File: src/rtl/snn_pkg.sv
// Shared defaults and decoder state type for the spike-rate decoder.
package snn_pkg;

    localparam int unsigned N_CH_DEF  = 8;
    localparam int unsigned CNT_W_DEF = 8;
    localparam int unsigned WIN_W_DEF = 8;

    typedef enum logic [0:0] {
        StIdle,
        StCount
    } dec_state_e;

    // Index width that stays legal for a single channel.
    function automatic int unsigned idx_width(input int unsigned n);
        return (n > 1) ? $clog2(n) : 1;
    endfunction

endpackage

File: src/rtl/spike_counter.sv
// Saturating spike counter with synchronous clear; exposes the value after
// this cycle's increment so the decoder can build a result from the last sample.
module spike_counter #(
    parameter int unsigned CNT_W = 8
) (
    input  logic             clk,
    input  logic             rst,
    input  logic             clr,
    input  logic             inc,
    output logic [CNT_W-1:0] count_nxt,
    output logic             sat
);

    logic [CNT_W-1:0] count_q;

    assign sat       = &count_q;
    assign count_nxt = (inc && !sat) ? count_q + CNT_W'(1) : count_q;

    always_ff @(posedge clk) begin
        if (rst || clr) begin
            count_q <= '0;
        end else begin
            count_q <= count_nxt;
        end
    end

endmodule

File: src/rtl/spike_rate_decoder.sv
// Counts spikes per channel over a programmable window and hands out the
// counts plus the winning channel through a valid/ready holding register.
import snn_pkg::*;

module spike_rate_decoder #(
    parameter int unsigned N_CH  = N_CH_DEF,
    parameter int unsigned CNT_W = CNT_W_DEF,
    parameter int unsigned WIN_W = WIN_W_DEF,
    localparam int unsigned IDX_W = idx_width(N_CH)
) (
    input  logic                  clk,
    input  logic                  rst,
    input  logic                  en,
    input  logic [WIN_W-1:0]      window,
    input  logic [N_CH-1:0]       spike_in,
    output logic                  out_valid,
    input  logic                  out_ready,
    output logic [N_CH*CNT_W-1:0] counts,
    output logic [IDX_W-1:0]      winner,
    output logic                  winner_valid,
    output logic                  sat,
    output logic                  overrun
);

    dec_state_e state_q, state_d;
    logic [WIN_W-1:0] win_q, win_eff, idx_q, idx_d;
    logic             restart_q, sat_win_q;
    logic             sampling, done, clr;
    logic [N_CH-1:0]  inc, at_max, ovf;
    logic [CNT_W-1:0] cnt_nxt [N_CH];

    logic [N_CH*CNT_W-1:0] res_counts;
    logic [IDX_W-1:0]      res_winner;
    logic [CNT_W-1:0]      max_cnt;
    logic                  res_wv, res_sat, load;

    logic                  out_valid_q, winner_valid_q, sat_q, overrun_q;
    logic [N_CH*CNT_W-1:0] counts_q;
    logic [IDX_W-1:0]      winner_q;

    // The first sample of a back-to-back window uses the live window input,
    // which is latched in the same cycle.
    assign win_eff = restart_q ? window : win_q;

    always_comb begin
        state_d  = state_q;
        sampling = 1'b0;
        done     = 1'b0;
        clr      = 1'b0;
        unique case (state_q)
            StIdle: begin
                clr = 1'b1;
                if (en) begin
                    state_d = StCount;
                end
            end
            StCount: begin
                if (!en) begin
                    clr     = 1'b1;
                    state_d = StIdle;
                end else begin
                    sampling = 1'b1;
                    if (idx_q == win_eff - WIN_W'(1)) begin
                        done = 1'b1;
                        clr  = 1'b1;
                    end
                end
            end
            default: state_d = StIdle;
        endcase
        idx_d = (sampling && !done) ? idx_q + WIN_W'(1) : '0;
    end

    always_ff @(posedge clk) begin
        if (rst) begin
            state_q   <= StIdle;
            win_q     <= '0;
            idx_q     <= '0;
            restart_q <= 1'b0;
            sat_win_q <= 1'b0;
        end else begin
            state_q   <= state_d;
            idx_q     <= idx_d;
            restart_q <= done;
            sat_win_q <= clr ? 1'b0 : (sat_win_q | (|ovf));
            if (state_q == StIdle || restart_q) begin
                win_q <= window;
            end
        end
    end

    assign inc = spike_in & {N_CH{sampling}};
    assign ovf = inc & at_max;

    for (genvar g = 0; g < N_CH; g++) begin : g_ch
        spike_counter #(
            .CNT_W (CNT_W)
        ) u_cnt (
            .clk       (clk),
            .rst       (rst),
            .clr       (clr),
            .inc       (inc[g]),
            .count_nxt (cnt_nxt[g]),
            .sat       (at_max[g])
        );
    end

    // Strict '>' keeps the lowest index on ties.
    always_comb begin
        res_counts = '0;
        res_winner = '0;
        max_cnt    = cnt_nxt[0];
        for (int i = 0; i < int'(N_CH); i++) begin
            res_counts[i*CNT_W +: CNT_W] = cnt_nxt[i];
        end
        for (int i = 1; i < int'(N_CH); i++) begin
            if (cnt_nxt[i] > max_cnt) begin
                max_cnt    = cnt_nxt[i];
                res_winner = IDX_W'(i);
            end
        end
        res_wv  = |max_cnt;
        res_sat = sat_win_q | (|ovf);
    end

    assign load = done && !(out_valid_q && !out_ready);

    always_ff @(posedge clk) begin
        if (rst) begin
            out_valid_q    <= 1'b0;
            counts_q       <= '0;
            winner_q       <= '0;
            winner_valid_q <= 1'b0;
            sat_q          <= 1'b0;
            overrun_q      <= 1'b0;
        end else begin
            if (load) begin
                out_valid_q    <= 1'b1;
                counts_q       <= res_counts;
                winner_q       <= res_winner;
                winner_valid_q <= res_wv;
                sat_q          <= res_sat;
            end else if (out_ready) begin
                out_valid_q <= 1'b0;
            end
            if (done && out_valid_q && !out_ready) begin
                overrun_q <= 1'b1;
            end
        end
    end

    assign out_valid    = out_valid_q;
    assign counts       = counts_q;
    assign winner       = winner_q;
    assign winner_valid = winner_valid_q;
    assign sat          = sat_q;
    assign overrun      = overrun_q;

endmodule

File: config.mk
export PLATFORM = sky130hd
export DESIGN_NAME = spike_rate_decoder
export DESIGN_NICKNAME = d
export VERILOG_FILES = /design/src/rtl/snn_pkg.sv /design/src/rtl/spike_counter.sv /design/src/rtl/spike_rate_decoder.sv
export SDC_FILE = /design/constraint.sdc
export NUM_CORES = 1
export LEC_CHECK = 0
export CORE_AREA = 2 2 130 132
export CTS_BUF_LIST = sky130_fd_sc_hd__clkbuf_4 sky130_fd_sc_hd__clkbuf_8
export CTS_CLUSTER_DIAMETER = 40
export DETAILED_ROUTE_END_ITERATION = 8
export DIE_AREA = 0 0 132 134
export GPL_TIMING_DRIVEN = 0
export HOLD_SLACK_MARGIN = 0.02
export PLACE_DENSITY_LB_ADDON = 0.15
export SYNTH_ARGS = -nofsm -noshare
export SYNTH_HDL_FRONTEND = slang
export SYNTH_SLANG_ARGS = --single-unit
File: constraint.sdc
create_clock -name clk -period 18.3 [get_ports clk]
set_input_delay 3.66 -clock clk [delete_from_list [all_inputs] [get_ports clk]]
set_output_delay 3.66 -clock clk [all_outputs]
set_load 0.03 [all_outputs]
-- Yosys cells after proc, flatten, opt, wreduce, memory -nomap -nowiden
Cells that the tools add are included.
- reductions and logical operators: 39
- shifts and indexed selects: 0
- bitwise logic cells: 5
- $add $sub $neg: 10
- equal/unequal tests: 1
- multipliers: 0
- divide/modulo/power cells: 0
- $lt $le $gt $ge: 7
- mux-type cells: 32
- operators with widths (cell ; number):
    two-way mux 8 bit ; 16
    adder 8 x 1 -> 8 bit, second input constant ; 9
    AND reduction 8 bit ; 8
    > comparator 8 bit ; 7
    two-way mux 3 bit ; 6
    AND 8 bit ; 2
    OR reduction 8 bit ; 2
    logical AND 1 bit ; 13
    logical NOT 1 bit ; 11
    two-way mux 1 bit ; 9
    equality test 8 bit ; 1
    subtractor 8 x 1 -> 8 bit, second input constant ; 1
    OR reduction 2 bit ; 2
    logical OR 1 bit ; 2
    NOT 1 bit ; 2
    one-hot mux 1 bit (2 select lines) ; 1
    nonzero test 2 bit ; 1
    bitwise OR 1 bit ; 1
- word-level logic and storage cells: 113
- bits in registers: 154
- memory bits (writable): 0
- bits in latches: 0
- memories: 0
- bits in read-only memories: 0
- bits of input ports: 20

-- Depth between registers and ports, before layout
- depth in word-level cells: 20
- depth in mapped cells: 84
- mapped depth without buffers: 80

-- Cells and area by module
Synthesis repeated with hierarchy kept, for this count alone.
- cells, all modules: 1219
- area, all modules: 9818.2 um^2
- modules (own cells, without submodules) (module ; area each (um^2) ; cells each ; seq. area each (um^2) ; times used):
    spike_rate_decoder ; 5724.2 ; 747 ; 1801.7 ; 1
    spike_counter ; 511.7 ; 59 ; 160.2 ; 8

-- Worst setup path after synthesis
No wires, ideal clock.
- kind: in2reg
- start: in en
- end: reg winner_valid_q, in the netlist winner_valid
- slack: 1.093 ns
- stages on the path: 81
- required time: 18.226 ns
- path buffers: 5
- arrival: 17.133 ns
- cells stage by stage: and2_2 clkbuf_1 o211a_1 nand4_1 nor2_1 xnor2_1 ha_1 a21o_1 a21o_1 a21oi_1 nand2_1 o31a_1 nand2_4 mux2_2 ha_1 a21o_1 a211oi_1 o31ai_1 [45 not listed] a211oi_4 buf_6 nand2_1 o21ai_0 ha_1 nor2b_1 o21a_1 o21ai_0 nand2b_1 a21oi_1 o21ai_0 o21ai_0 nor3_1 nand4_1 o21ai_0 nor2_1 o31ai_1 a31oi_1
- word-level cells in the longest chain between the ends: 20
- RTL lines (element ; line ; source):
    start, declared ; spike_rate_decoder.sv:13 ; input logic en,
    two-way mux 1 bit ; spike_rate_decoder.sv:58 ; if (!en) begin
    two-way mux 1 bit ; spike_rate_decoder.sv:50 ; unique case (state_q)
    AND 8 bit ; spike_rate_decoder.sv:92 ; assign inc = spike_in & {N_CH{sampling}};
    logical AND 1 bit ; spike_counter.sv:17 ; assign count_nxt = (inc && !sat) ? count_q + CNT_W'(1) : count_q;
    two-way mux 8 bit ; spike_counter.sv:17 ;
    > comparator 8 bit ; spike_rate_decoder.sv:117 ; if (cnt_nxt[i] > max_cnt) begin
    two-way mux 8 bit ; spike_rate_decoder.sv:117 ;
    > comparator 8 bit ; spike_rate_decoder.sv:117 ;
    [4 not listed] ; - ;
    two-way mux 8 bit ; spike_rate_decoder.sv:117 ;
    > comparator 8 bit ; spike_rate_decoder.sv:117 ;
    two-way mux 8 bit ; spike_rate_decoder.sv:117 ;
    > comparator 8 bit ; spike_rate_decoder.sv:117 ;
    two-way mux 8 bit ; spike_rate_decoder.sv:117 ;
    > comparator 8 bit ; spike_rate_decoder.sv:117 ;
    two-way mux 8 bit ; spike_rate_decoder.sv:117 ;
    OR reduction 8 bit ; spike_rate_decoder.sv:122 ; res_wv = |max_cnt;
    end signal, assigned ; spike_rate_decoder.sv:141 ; winner_valid_q <= res_wv;
    end, declared ; spike_rate_decoder.sv:37 ; logic out_valid_q, winner_valid_q, sat_q, overrun_q;
Parallel ways exist; a longest one is shown, timed or not.
A chain may end at the register's enable or synchronous reset.

-- Worst setup path after layout
Same ends and word-level chain as after synthesis.

==> flow_summary.toml <==
[power]
intPower_w = 0.0005634
power_frac_clock_pct = 33.1
p_comb_share_pct = 25.3
p_switching_w = 0.0002483
p_leak_nw = 4.501
netSwitchingFraction_pct = 30.59
ir_worst_vdd_mv = 0.04981
power_w = 0.0008116
p_seq_share_pct = 41.6
power.density_mw_per_mm2 = 75.48

[logic_synthesis]
synth_nets = 1113
synth-main-ff-cell = "dfxtp_1"
postSynthCellCount = 1034
synth_cell_types = 61
synthArstFlopShare_pct = 0
synth_edf_count = 0
synth.avg_cell_area_um2 = 8.479
yosysWarnings = 0
seq_area_frac_synth_pct = 35.16
synth_seq_cells = 154
syn-cell-area_mm2 = 0.008767

[hold_path]
hold_depth = 2
min_path_type = "reg2reg"

[worst_setup_path]
crit_fanout = 10
worstPathRequired_ns = 18.70
worstSetupStartpointType = "input pin"
worst_path_max_delay_cell = "mux2_2"
crit_path_frequent_cell = "a21o_1"
cpPeakStageDelay_ns = 0.38
crit_buf_inv = 7
reg2reg_slack_ns = 3.27
critical_path_class = "in2reg"
cp.depth = 83
critPathArrivalTime_ns = 18.02
reg2regPathDepth = 85
critical-path-top-delay-family = "compound AO/OA/AOI/OAI gates"
cp-end-kind = "flip-flop"

[routing]
wl_per_cell_um = 16.46
first_iter_violations = 425
drc = 0
dr.pass1.iters = 7
wirelength_mm = 23.24
via_per_inst = 5.555
ant_nets = 0
num_vias = 7844

[floorplan]
ios = 91
dieArea_mm2 = 0.01769
initial_core_util_pct = 53.82
dieWidth_um = 132
row_count = 47
core_mm2 = 0.01629
die_y_um = 134

[clock_tree]
clk_path_buf_depth = 2
clock_sinks = 154
cts_tree = "done"
h-tree-depth = 4
root_buffer = "clkbuf_8"
cts_buffers = 17
clk_pin_slew_ns = 0.09
clock_latency_ns = 0.48

[timing]
setup_tns_ns = 0
fin_crit_ns = 17.61
finalSetupViolations = 0
worst_slack_ns = 0.6860
fin_crit_sh_pct = 96.25
fmax_mhz = 56.77
slew_headroom_pct = 43.93
fin_skew_ns = 0.01407
tightest_slew_ns = 0.8177
slew_violations = 0
hold_viol = 0

[layout]
fin_area_mm2 = 0.01075
area_growth_pct = 22.65
fill_cells = 1423
drive_gt1_share_pct = 12.67
utilization_pct = 66.01
multi_input_area_mm2 = 0.005380
nets = 1258
num_antenna_cells = 0
ff_latch_area_mm2 = 0.003083

[grt]
grt_overflow_total = 0
antenna_found_initial = 0
grt_pass1_wl_mm = 36.84
grt_pass1_vias = 7232
grt_usage_pct = 26.16
grt_start_max_net_pins = 17

[placement]
place_ws_ns = -1.845
gp_congestion = 0.9360
hpwl_mm = 17.12
io_buffers = 89
post_dp_cell_area_mm2 = 0.009933

[outcome]
status = "complete, no violations"

[flow_run]
maxCapViolations = 0
repair_timing:
action | in CTS | in global routing
resized for setup | 17 | 31
setup endpoints to repair | 4 | 4
pin swaps | 0 | 21
hold buffers | 0 | 0
buffers inserted | 4 | 34
power groups by stage:
stage	combinational [W]	sequential (W)	clock [W]
2_1_floorplan	0.000135	0.000345	0
3_3_place_gp	0.000168	0.000345	0
3_5_place_dp	0.000169	0.000345	0
4_1_cts	0.000176	0.000337	0.000273
5_1_grt	0.000222	0.000338	0.000288
6_report	0.000205	0.000337	0.000269
per-stage QoR:
step / instances / hold slack [ns]
2_1_floorplan: 1034 / 0.4244
3_3_place_gp: 1343 / 0.4537
3_5_place_dp: 1343 / 0.4741
4_1_cts: 1379 / 0.4881
5_1_grt: 1412 / 0.5121
6_report: 1412 / 0.4924
final cells by class:
class,instances,share of cell area (%)
timing repair buffer,127,10.93
buffer,44,1.885
sequential,154,28.67
inverter,60,2.094
clock inverter,14,1.524
tap,220,2.560
clock buffer,18,2.304
multi-input combinational,775,50.03
state kept, by name, summed over array words and instances, names as in the netlist, 3 cells and up:
name	flops
counts	64
g_ch.u_cnt.count_q	64
idx_q	8
win_q	8
winner	3
cells in the mapped netlist, types with 21 or more instances:
master | instances | area [um^2]
o21ai_0 | 29 | 145.1
a211oi_1 | 66 | 495.5
clkbuf_1 | 40 | 150.1
nand2_1 | 48 | 180.2
nand4_1 | 21 | 131.4
dfxtp_1 | 154 | 3083
xnor2_1 | 38 | 332.8
ha_1 | 59 | 738.2
xor2_1 | 33 | 289.0
inv_1 | 60 | 225.2
mux2i_1 | 30 | 300.3
nand3_1 | 40 | 200.2
mux2_2 | 22 | 247.7
nor2_1 | 193 | 724.4
a21oi_1 | 33 | 165.2
worst paths after layout:
| kind | start | to |
|---|---|---|
| max | en | winner_valid |
| min | counts[6] | counts[6] |
| max reg2reg | g_ch[1].u_cnt.count_q[0] | winner_valid |
| min reg2reg | counts[6] | counts[6] |
placed cells by master (no fill, tap or decap), types with 6 or more instances in the layout:
cell             instances
o21ai_0                 23
clkdlybuf4s50_1         86
xor2_1                  31
dfxtp_1                154
a21o_1                  17
nand2b_1                 9
o211ai_1                 7
nand2_1                 48
o21ai_1                  6
mux2_4                   7
o31ai_1                  6
mux2i_1                 30
inv_1                   60
clkbuf_8                18
a211oi_1                64
nand3_1                 40
and2_1                   9
nand4_1                 21
and4_1                   6
clkbuf_1                39
a21oi_1                 29
and3_1                  19
xnor2_1                 36
nor3_1                  10
buf_4                   38
mux2_2                  22
nor2_1                 191
ha_1                    59
worst min-delay path, stage by stage (launching register included):
cell      delay [ns]
dfxtp_1         0.32
nand2b_1        0.06
a21oi_1         0.06
per-layer routing:
layer | GRT usage (%) | routed length, um | up-vias
met4 | 10.93 | 651 | 0
met2 | 41.46 | 10430 | 225
met1 | 34.80 | 10930 | 3655
li1 | - | - | 3920
met3 | 5.480 | 1229 | 44
met5 | 0 | 0 | -
logic make-up (layout without fill, tap and decap cells):
group	Yosys count	in the layout	synth area share (%)
flip-flops	154	154	35.16
AND/OR/NAND/NOR	385	385	20.52
buffers and inverters	105	263	4.809
XOR/XNOR	71	71	7.093
multiplexers	63	63	8.235
adder cells (fa/ha/maj)	60	60	8.549
AO/OA/AOI/OAI	196	196	15.63
(Power assumes the default switching activity.)
